File: src/rtl/snn_pkg.sv
// -----------------------------------------------------------------------------
// snn_pkg
// Shared definitions for the spiking-network readout path.
//  - dec_state_t  : decoder FSM state encoding (2 bits)
//  - DEF_*        : default network dimensions, shared with the controller
//  - idx_width()  : index width for a neuron count, never less than 1
// -----------------------------------------------------------------------------
package snn_pkg;

    typedef enum logic [1:0] {
        ST_IDLE   = 2'd0,
        ST_ACCUM  = 2'd1,
        ST_ARGMAX = 2'd2,
        ST_DONE   = 2'd3
    } dec_state_t;

    localparam int DEF_N_NEURONS    = 8;
    localparam int DEF_CNT_W        = 8;
    localparam int DEF_WINDOW       = 16;
    localparam int DEF_EARLY_THRESH = 12;

    // Window counter width; the counter stops at WINDOW so it never wraps.
    localparam int WIN_CNT_W = 16;

    // $clog2 collapses to 0 for a single neuron; an index port still needs a bit.
    function automatic int idx_width(input int n);
        return (n > 1) ? $clog2(n) : 1;
    endfunction

endpackage

File: src/rtl/spike_count_decoder_counter_bank.sv
// -----------------------------------------------------------------------------
// spike_counter_bank
// N_NEURONS saturating per-neuron spike counters with a single read port.
// Optional feature macro: SPIKE_DEC_EARLY_EXIT_EN (builds threshold comparators
// on the post-update counter values; otherwise thresh_hit is tied low).
// Ports:
//  clk, reset   rising-edge clock, asynchronous active-high reset
//  clear        synchronous clear of all counters (wins over inc_en)
//  inc_en       add spike_vec into the counters this cycle
//  spike_vec    one bit per neuron
//  rd_idx       neuron index for the read mux
//  rd_cnt       count of neuron rd_idx (0 for an out-of-range index)
//  thresh_hit   some counter would reach EARLY_THRESH after this update
// -----------------------------------------------------------------------------
module spike_counter_bank
    import snn_pkg::*;
#(
    parameter int N_NEURONS    = DEF_N_NEURONS,
    parameter int CNT_W        = DEF_CNT_W,
    parameter int EARLY_THRESH = DEF_EARLY_THRESH,
    localparam int IDX_W       = idx_width(N_NEURONS)
) (
    input  logic                 clk,
    input  logic                 reset,
    input  logic                 clear,
    input  logic                 inc_en,
    input  logic [N_NEURONS-1:0] spike_vec,
    input  logic [IDX_W-1:0]     rd_idx,
    output logic [CNT_W-1:0]     rd_cnt,
    output logic                 thresh_hit
);

    localparam logic [CNT_W-1:0] CNT_MAX  = {CNT_W{1'b1}};
    localparam logic [CNT_W-1:0] CNT_ZERO = {CNT_W{1'b0}};

    logic [CNT_W-1:0] cnt_r     [N_NEURONS];
    logic [CNT_W-1:0] cnt_nxt_s [N_NEURONS];

    // Saturating increment of every counter by its spike bit.
    always_comb begin
        for (int i = 0; i < N_NEURONS; i++) begin
            if (spike_vec[i] && (cnt_r[i] != CNT_MAX)) begin
                cnt_nxt_s[i] = cnt_r[i] + {{(CNT_W-1){1'b0}}, 1'b1};
            end else begin
                cnt_nxt_s[i] = cnt_r[i];
            end
        end
    end

    // Counter storage: clear has priority over accumulation.
    always_ff @(posedge clk or posedge reset) begin
        if (reset) begin
            for (int i = 0; i < N_NEURONS; i++) begin
                cnt_r[i] <= CNT_ZERO;
            end
        end else if (clear) begin
            for (int i = 0; i < N_NEURONS; i++) begin
                cnt_r[i] <= CNT_ZERO;
            end
        end else if (inc_en) begin
            for (int i = 0; i < N_NEURONS; i++) begin
                cnt_r[i] <= cnt_nxt_s[i];
            end
        end
    end

    // Read mux used by the argmax scan; guards non-power-of-two neuron counts.
    always_comb begin
        if (int'(rd_idx) < N_NEURONS) begin
            rd_cnt = cnt_r[rd_idx];
        end else begin
            rd_cnt = CNT_ZERO;
        end
    end

`ifdef SPIKE_DEC_EARLY_EXIT_EN
    // Threshold look-ahead on the values this step would write.
    always_comb begin
        thresh_hit = 1'b0;
        for (int i = 0; i < N_NEURONS; i++) begin
            thresh_hit = thresh_hit | (int'(cnt_nxt_s[i]) >= EARLY_THRESH);
        end
    end
`else
    assign thresh_hit = 1'b0;
`endif

endmodule

File: src/rtl/spike_count_decoder.sv
// -----------------------------------------------------------------------------
// spike_count_decoder
// Counts output spikes per neuron over a window of valid timesteps, then scans
// the counters one neuron per cycle and reports the argmax.
// Optional feature macro: SPIKE_DEC_EARLY_EXIT_EN -- end the window as soon as
// any neuron's count reaches EARLY_THRESH (the triggering step is counted).
// Ports:
//  clk, reset    rising-edge clock, asynchronous active-high reset
//  start         begin a new window (only honoured in IDLE)
//  spike_valid   spike_in carries one timestep this cycle
//  spike_in      spike vector, one bit per output neuron
//  busy          high while accumulating or scanning
//  result_valid  one-cycle pulse when the result registers update
//  winner_idx    lowest index holding the maximum count
//  winner_count  maximum count
//  tie           another neuron shares the maximum count
// -----------------------------------------------------------------------------
module spike_count_decoder
    import snn_pkg::*;
#(
    parameter int N_NEURONS    = DEF_N_NEURONS,
    parameter int CNT_W        = DEF_CNT_W,
    parameter int WINDOW       = DEF_WINDOW,
    parameter int EARLY_THRESH = DEF_EARLY_THRESH,
    localparam int IDX_W       = idx_width(N_NEURONS)
) (
    input  logic                 clk,
    input  logic                 reset,
    input  logic                 start,
    input  logic                 spike_valid,
    input  logic [N_NEURONS-1:0] spike_in,
    output logic                 busy,
    output logic                 result_valid,
    output logic [IDX_W-1:0]     winner_idx,
    output logic [CNT_W-1:0]     winner_count,
    output logic                 tie
);

    localparam logic [WIN_CNT_W-1:0] WIN_LAST  = WIN_CNT_W'(WINDOW);
    localparam logic [WIN_CNT_W-1:0] WIN_ONE   = {{(WIN_CNT_W-1){1'b0}}, 1'b1};
    localparam logic [IDX_W-1:0]     IDX_LAST  = IDX_W'(N_NEURONS - 1);
    localparam logic [IDX_W-1:0]     IDX_ZERO  = {IDX_W{1'b0}};
    localparam logic [IDX_W-1:0]     IDX_ONE   = {{(IDX_W-1){1'b0}}, 1'b1};
    localparam logic [CNT_W-1:0]     CNT_ZERO  = {CNT_W{1'b0}};

    dec_state_t           state_r;
    dec_state_t           state_nxt_s;
    logic [WIN_CNT_W-1:0] win_cnt_r;
    logic [IDX_W-1:0]     scan_idx_r;
    logic [IDX_W-1:0]     best_idx_r;
    logic [CNT_W-1:0]     best_cnt_r;
    logic                 best_tie_r;

    logic                 clear_s;
    logic                 inc_en_s;
    logic                 window_end_s;
    logic                 scan_last_s;
    logic [CNT_W-1:0]     rd_cnt_s;
    logic                 thresh_hit_s;
    logic [IDX_W-1:0]     cand_idx_s;
    logic [CNT_W-1:0]     cand_cnt_s;
    logic                 cand_tie_s;

    spike_counter_bank #(
        .N_NEURONS    (N_NEURONS),
        .CNT_W        (CNT_W),
        .EARLY_THRESH (EARLY_THRESH)
    ) u_bank (
        .clk        (clk),
        .reset      (reset),
        .clear      (clear_s),
        .inc_en     (inc_en_s),
        .spike_vec  (spike_in),
        .rd_idx     (scan_idx_r),
        .rd_cnt     (rd_cnt_s),
        .thresh_hit (thresh_hit_s)
    );

    // FSM state register.
    always_ff @(posedge clk or posedge reset) begin
        if (reset) begin
            state_r <= ST_IDLE;
        end else begin
            state_r <= state_nxt_s;
        end
    end

    // FSM next-state logic.
    always_comb begin
        case (state_r)
            ST_IDLE: begin
                if (start) begin
                    state_nxt_s = ST_ACCUM;
                end else begin
                    state_nxt_s = ST_IDLE;
                end
            end
            ST_ACCUM: begin
                if (window_end_s) begin
                    state_nxt_s = ST_ARGMAX;
                end else begin
                    state_nxt_s = ST_ACCUM;
                end
            end
            ST_ARGMAX: begin
                if (scan_last_s) begin
                    state_nxt_s = ST_DONE;
                end else begin
                    state_nxt_s = ST_ARGMAX;
                end
            end
            ST_DONE:  state_nxt_s = ST_IDLE;
            default:  state_nxt_s = ST_IDLE;
        endcase
    end

    // FSM control outputs for the counter bank, window counter and scan.
    // The last valid step counts, so the window ends on win_cnt+1 == WINDOW.
    always_comb begin
        clear_s      = 1'b0;
        inc_en_s     = 1'b0;
        window_end_s = 1'b0;
        scan_last_s  = 1'b0;
        case (state_r)
            ST_IDLE: begin
                clear_s = start;
            end
            ST_ACCUM: begin
                inc_en_s     = spike_valid;
                window_end_s = spike_valid &&
                               (((win_cnt_r + WIN_ONE) == WIN_LAST) || thresh_hit_s);
            end
            ST_ARGMAX: begin
                scan_last_s = (scan_idx_r == IDX_LAST);
            end
            ST_DONE: begin
                clear_s = 1'b0;
            end
            default: begin
                clear_s = 1'b0;
            end
        endcase
    end

    // Window counter: cleared on an accepted start, advanced per valid step.
    always_ff @(posedge clk or posedge reset) begin
        if (reset) begin
            win_cnt_r <= {WIN_CNT_W{1'b0}};
        end else if (clear_s) begin
            win_cnt_r <= {WIN_CNT_W{1'b0}};
        end else if (inc_en_s) begin
            win_cnt_r <= win_cnt_r + WIN_ONE;
        end
    end

    // Scan index walks 0..N_NEURONS-1 in ARGMAX and rests at 0 otherwise.
    always_ff @(posedge clk or posedge reset) begin
        if (reset) begin
            scan_idx_r <= IDX_ZERO;
        end else if ((state_r == ST_ARGMAX) && !scan_last_s) begin
            scan_idx_r <= scan_idx_r + IDX_ONE;
        end else begin
            scan_idx_r <= IDX_ZERO;
        end
    end

    // Argmax step: index 0 seeds the best entry; only a strictly greater count
    // replaces it, so the lowest index wins ties. A new maximum drops any tie.
    always_comb begin
        cand_idx_s = best_idx_r;
        cand_cnt_s = best_cnt_r;
        cand_tie_s = best_tie_r;
        if (scan_idx_r == IDX_ZERO) begin
            cand_idx_s = scan_idx_r;
            cand_cnt_s = rd_cnt_s;
            cand_tie_s = 1'b0;
        end else if (rd_cnt_s > best_cnt_r) begin
            cand_idx_s = scan_idx_r;
            cand_cnt_s = rd_cnt_s;
            cand_tie_s = 1'b0;
        end else if (rd_cnt_s == best_cnt_r) begin
            cand_tie_s = 1'b1;
        end else begin
            cand_tie_s = best_tie_r;
        end
    end

    // Running best entry, updated on every scan cycle.
    always_ff @(posedge clk or posedge reset) begin
        if (reset) begin
            best_idx_r <= IDX_ZERO;
            best_cnt_r <= CNT_ZERO;
            best_tie_r <= 1'b0;
        end else if (state_r == ST_ARGMAX) begin
            best_idx_r <= cand_idx_s;
            best_cnt_r <= cand_cnt_s;
            best_tie_r <= cand_tie_s;
        end
    end

    // Output registers. They load from the final scan step on the edge into
    // DONE, so the result is visible during the same cycle as result_valid.
    always_ff @(posedge clk or posedge reset) begin
        if (reset) begin
            busy         <= 1'b0;
            result_valid <= 1'b0;
            winner_idx   <= IDX_ZERO;
            winner_count <= CNT_ZERO;
            tie          <= 1'b0;
        end else begin
            busy         <= (state_nxt_s == ST_ACCUM) || (state_nxt_s == ST_ARGMAX);
            result_valid <= (state_nxt_s == ST_DONE);
            if (state_nxt_s == ST_DONE) begin
                winner_idx   <= cand_idx_s;
                winner_count <= cand_cnt_s;
                tie          <= cand_tie_s;
            end
        end
    end

endmodule
File: config.mk
export PLATFORM = sky130hd
export DESIGN_NAME = spike_count_decoder
export DESIGN_NICKNAME = d
export VERILOG_FILES = /design/src/rtl/snn_pkg.sv /design/src/rtl/spike_count_decoder_counter_bank.sv /design/src/rtl/spike_count_decoder.sv
export SDC_FILE = /design/constraint.sdc
export NUM_CORES = 1
export LEC_CHECK = 0
export BUFFER_PORTS_ARGS = -buffer_cell sky130_fd_sc_hd__clkbuf_2
export CAP_MARGIN = 20
export CORE_MARGIN = 5
export CORE_UTILIZATION = 55
export DETAILED_ROUTE_END_ITERATION = 16
export GPL_ROUTABILITY_DRIVEN = 0
export GPL_TIMING_DRIVEN = 0
export PLACE_DENSITY = 0.81
export SYNTH_ARGS = -nofsm -noshare
export SYNTH_HDL_FRONTEND = slang
export SYNTH_HIERARCHICAL = 1
export SYNTH_SLANG_ARGS = --single-unit
File: constraint.sdc
create_clock -name clk -period 10.3 [get_ports clk]
set_input_delay 1.03 -clock clk [delete_from_list [all_inputs] [get_ports clk]]
set_output_delay 1.03 -clock clk [all_outputs]
set_load 0.03 [all_outputs]
==> results of run 1 <==
report_power, final:
group	switching, mW	total [mW]	internal [mW]	leakage (nW)
clock network	0.158	0.379	0.221	0.153
logic	0.317	0.478	0.161	1.46
registers	0.0755	0.584	0.508	1.50
final cells by class:
cell class | count | area (µm²)
Inverter | 23 | 86.3
Sequential cell | 111 | 2780
Buffer | 33 | 146
Multi-Input combinational cell | 491 | 3560
Clock inverter | 4 | 76.3
Tap cell | 147 | 184
Fill cell | 933 | 4620
Timing Repair Buffer | 27 | 165
Clock buffer | 12 | 246
layer usage:
layer  up-vias  global-route usage (%)  part of all wire (%)
met4         0                    10.4                   3.2
met3        47                    3.75                   6.1
met2       218                    36.3                    47
met1      2641                    29.4                    43
li1       2527                       -                     -
met5         -                       0                     0
state kept, by name, indices dropped and copies added (netlist names), 2 cells and up:
register and cells:
best_cnt_r 8, winner_idx 3, state_r 2, scan_idx_r 3, u_bank/cnt_r 64, best_idx_r 3, win_cnt_r 16, winner_count 8
cell families after synthesis:
logic type / after synthesis
XOR/XNOR: 40
AO/OA/AOI/OAI: 139
other: 1
flip-flops: 111
multiplexers: 44
AND/OR/NAND/NOR: 245
adder cells (fa/ha/maj): 22
buffers and inverters: 56
path summary, 6_finish.rpt:
check,start,end,slack [ns],depth (start not counted)
max,scan_idx_r[0],best_cnt_r[7],6.30,13
min,tie,tie,0.50,1
max reg2reg,scan_idx_r[0],best_cnt_r[7],6.30,13
min reg2reg,tie,tie,0.50,1
max in group asynchronous,reset,u_bank/cnt_r[30],9.00,3
min in group asynchronous,reset,win_cnt_r[13],0.59,2
placed cells by master (no fill, tap or decap), types with 20 or more instances in the layout:
cell type / n
a21oi_1: 20
o31ai_1: 20
xor2_1: 29
clkbuf_1: 22
nor2_1: 80
clkbuf_2: 25
nand2_1: 31
ha_1: 22
dfrtp_1: 111
nand3_1: 27
o21ai_0: 33
inv_1: 21
nand4_1: 28
==> impl_results.md, run 1 <==
* Die Y at 119 µm
* Grt ovf at 0
* DR iter-0 viols at between 500 and 600
* Largest net degree at the start of global routing at 44
* Min Tclk post-route at 4.00 ns
* Inst Count DP at roughly 830
* Distinct cells, synth at 61
* Sequential fraction of the synthesis area at ~42%
* Num CTS Buffers at 9
* VDD IR max at 0.0921 mV
* Num rows at 40
* WP data arrival at 4.24 ns
* Max-cap check violation count at 0
* Crit. End Element: flip-flop
* Post-Synth Simple-Gate Area at around 20%
* CP top delay family: multiplexers
* Critical-path cell list: buf_2, buf_2, mux4_2, mux2_2, ha_1, a21o_1, a21o_1, a21oi_1, or2_2, clkbuf_1, a31oi_1, buf_2, mux2_2
* Setup total negative slack at 0 ns
* DRT antenna net count at 0
* Final cell count without fillers at 848
* Power density over the cells at slightly below 200 nW/µm²
* Final Util at roughly three fifths
* Yosys top cell by area: dfrtp_1
* WL per Instance at 18.1 µm
* Main combinational cell family by area after synthesis: simple AND/OR/NAND/NOR gates
* Leakage at 3.12 nW
* Slowest CP cell: mux4_2
* I/O pin count at 26
* Mapped Cells at 658
* Worst hold path class: flip-flop to flip-flop
* Synth Net Count at 692
* Crit share post-route at 38.8%
* Via density at roughly 6.4
* Area contributors post-synth: dfrtp_1 42%, mux4_2 5.5%, nor2_1 4.6%, ha_1 4.2%, xor2_1 3.9%
* Unrepaired setup endpoints after global routing: no
* Layout net count at between 700 and 800
* Setup Skew at approximately 0.011 ns
* GR Util All Layers at 22.4%
* Root buffer cell: clkbuf_16
* Vias in the first global route at 5362
* Count leader, synth: dfrtp_1
* Power after layout at 1.44 mW
* Synth Register Bits at 111
* Final Setup Violations at 0
* DP Area at 6920 µm²
* Compound-Gate Fraction of Synth Area at 14.8%
* Crit-path max cell delay at 0.53 ns
* Async S/R FF share, synth at between 90% and 100%
* Synth Area in Adders at 4.19%
* Status: complete, no violations
* Post-synth top flop: dfrtp_1
* H-tree depth at 3
* Yosys Warn Count at 6
* P&R area growth vs syn at 10.2%
* Core area at 11900 µm²
* Initial Utilization at about 55%
* Hold_ws at between 0.4 and 0.5 ns
* CTS max path bufs at 2
* Post-place setup slack at 6.35 ns
* Drt total wl at 15.3 mm
* Total die area at 14200 µm²
* Post-CTS setup buffer count at 0
* Via count at between 5000 and 6000
* Chip width at 119 µm
* Measured slew at the worst slew-check pin at roughly 0.84 ns
* Mux cell area share after synthesis at 10.1%
* I/O Buffers at 25
* Initial antenna violation count at 0
* First-pass GRT wire length at between 20 and 30 mm
* Final WS setup at 6.30 ns
* CP most frequent cell: buf_2
* Slew margin rel. at between 40% and 50%
* Worst path bufs/invs at 4
* Share of cells above drive strength 1 at between 10% and 20%
* Final Slew Violations at 0
* EDFF count, synth at 0
* Pre-Repair DR Iteration Count at 5
* DP HPWL at roughly 11 mm
* Share of the synthesized area in the top cell type at a little over two fifths
* Post-synthesis xor/xnor area fraction at 5.33%
* Crit path kind: flip-flop to flip-flop
* Num Clock Sinks at about 110
* ANT cells at 0
* Hold Violations, Final at 0
* Avg Inst Size Synth at 9.98 µm²
* CP required at 10.55 ns
* Max frequency at about 250 MHz
* CTS clk-pin slew, worst paths at 0.07 ns
* Post-CTS Hold Buffers at 0
* Post-CTS Resized at 0
* Worst-path fanout max at 10
* Cell area after synthesis at 6570 µm²
* Clk Latency, worst-skew pair at 0.36 ns
* CTS tree: done
* Most frequent cells after synthesis: 111 x dfrtp_1, 80 x nor2_1, 33 x o21ai_0
* Drc violations at 0
* Post-route design area at 7240 µm²
* Startpoint types: flip-flop
No activity file was read; power rests on OpenSTA's default activity.
==> inputs of run 2 (changes only) <==
Settings changed: PLACE_DENSITY 0.81 to 0.84.
Clock period 10.3 ns to 3.5 ns, I/O delays scaled along.
==> run 2 against run 1 <==
Compared with the run above: core utilization up 0.80 points; largest power group unchanged; worst setup slack worse by 6.2 ns; routed wire length up 1.2%; clock-buffer cell count down 3; register-to-register slack worse by 6.2 ns; final cell count up 0.35%; sequential share of layout area down 0.48 points; clock skew up 0.00091 ns.
==> impl_results.md, run 2 (synthesized netlist as in run 1, its figures left out) <==
* CTS max path bufs at 2
* WP data arrival at 3.68 ns
* DR iter-0 viols at between 600 and 700
* Crit path kind: flip-flop to flip-flop
* Inst Count DP at approximately 830
* Via density at 6.48
* DP HPWL at 11.1 mm
* Clk Latency, worst-skew pair at about 0.36 ns
* Startpoint types: flip-flop
* CTS tree: done
* Total die area at between 10000 and 15000 µm²
* Worst r2r dst: best_cnt_r[2]
* Largest net degree at the start of global routing at 45
* Status: complete, no violations
* Max-cap check violation count at 0
* Num rows at 40
* Power density over the cells at 589 nW/µm²
* Slew margin rel. at roughly half
* I/O pin count at 26
* Final WS setup at around 0.068 ns
* Layout net count at 733
* Core area at 11900 µm²
* Sequential Area at between 2000 and 3000 µm²
* R2R setup slack at 0.07 ns
* Biggest register: u_bank/cnt_r
* First-pass GRT wire length at 25.8 mm
* P&R area growth vs syn at 11.7%
* Layout fillers at slightly above 900
* CP required at 3.75 ns
* Grt ovf at 0
* Share of cells above drive strength 1 at 16.6%
* Setup total negative slack at 0 ns
* VDD IR max at 0.258 mV
* Initial antenna violation count at 0
* CTS clk-pin slew, worst paths at 0.08 ns
* Power after layout at 4.32 mW
* Initial Utilization at 55.4%
* Final Slew Violations at 0
* Vias in the first global route at 5373
* DRT antenna net count at 0
* Worst hold path class: input port to flip-flop
* Top Registers: u_bank/cnt_r (64), win_cnt_r (16)
* Chip width at about 120 µm
* Drt total wl at 15.5 mm
* Num Clock Sinks at roughly 110
* Hold Violations, Final at 0
* Register-to-Register Path Depth at 10
* Max frequency at around 290 MHz
* Die Y at 119 µm
* WL per Instance at 18.2 µm
* Crit share post-route at about 98%
* Via count at 5517
* Min Tclk post-route at around 3.4 ns
* Most frequent cells in the layout: 110 x dfrtp_1, 79 x nor2_1, 33 x o21ai_0
* H-tree depth at 3
* Crit Reg-Reg Startpoint: scan_idx_r[1]
* Root buffer cell: clkbuf_16
* Crit. End Element: flip-flop
* Crit path capture: best_cnt_r[2]
* Most common cell after layout, fill and taps aside: dfrtp_1
* I/O Buffers at 25
* Pre-Repair DR Iteration Count at 5
* Multi-input gate area at about 3600 µm²
* Max FFs per register at 64
* Final Setup Violations at 0
* GR Util All Layers at about 22%
* Final cell count without fillers at 851
* Worst-path fanout max at 7
* Post-place setup slack at -0.355 ns
* ANT cells at 0
* Setup Skew at roughly 0.012 ns
* Num CTS Buffers at 9
* Drc violations at 0
* Unrepaired setup endpoints after global routing: yes
* Leakage at approximately 3.1 nW
* Measured slew at the worst slew-check pin at 0.746 ns
* Worst Setup SP: scan_idx_r[1]
==> run 2: cell types whose count changed in the layout (fill, tap and decap cells not counted), sizes merged <==
| cell | delta |
|---|---|
| clkbuf | -2 |
| clkinvlp | +2 |
| buf | +1 |
| clkinv | +1 |
| dlygate4sd3 | +1 |
==> run 2: critical path: stages, from the launching register on <==
cell and delay (ns):
dfrtp_1 0.43, clkbuf_4 0.25, mux4_2 0.57, mux2_2 0.33, ha_1 0.31, nand4_1 0.23, nor2_1 0.26, o21ai_2 0.15
a31oi_4 0.27, buf_6 0.18, mux2_2 0.33
==> run 2: how the worst min path moves through the flow <==
stage	from	endpoint	slack, ns	cells past startpoint
6_report	spike_valid	state_r[0]	0.36	4
5_1_grt	spike_in[1]	u_bank/cnt_r[50]	0.38	4
4_1_cts	spike_valid	state_r[0]	0.35	4
3_5_place_dp	reset	win_cnt_r[14]	0.29	2
3_3_place_gp	winner_idx[2]	winner_idx[2]	0.47	1
2_1_floorplan	best_tie_r	best_tie_r	0.46	2
==> run 2: repair_timing <==
action / 4_1_cts / 5_1_grt
endpoints found under the hold margin: 9 / 0
buffers inserted: 0 / 2
setup endpoints to repair: 22 / 20
resized for setup: 9 / 14
hold buffers: 1 / 0
gates cloned: 1 / 0
pin swaps: 0 / 1
==> run 2: final cells by class <==
class                      instances  share of cell area, %
clock buffer                       9                   3.07
sequential                       111                   37.9
timing repair buffer              31                   2.75
tap                              147                   2.51
clock inverter                     7                   1.31
multi-input combinational        491                   48.9
buffer                            32                   2.41
inverter                          23                   1.18
==> run 2: per-stage QoR <==
step | hold slack [ns] | cell area (µm²) | utilization, %
2_1_floorplan | 0.457 | 6570 | -
3_3_place_gp | 0.473 | 6880 | 58.0
3_5_place_dp | 0.294 | 6920 | 58.3
4_1_cts | 0.351 | 7280 | 61.4
5_1_grt | 0.380 | 7330 | 61.8
6_report | 0.363 | 7330 | 61.8
==> run 2: metal layers <==
metal,global-route usage [%],vias to the layer above,share of wire (%)
met4,9.99,0,3.2
met3,4.18,43,6.6
met1,28.5,2686,42
li1,-,2530,-
met2,37.1,258,49
met5,0,-,0
==> run 2: power by group <==
group          internal [mW]  leakage [nW]  switching [mW]
combinational          0.515          1.49           0.976
clock                  0.628         0.148           0.482
sequential              1.50          1.50           0.226
total                   2.64          3.14            1.68
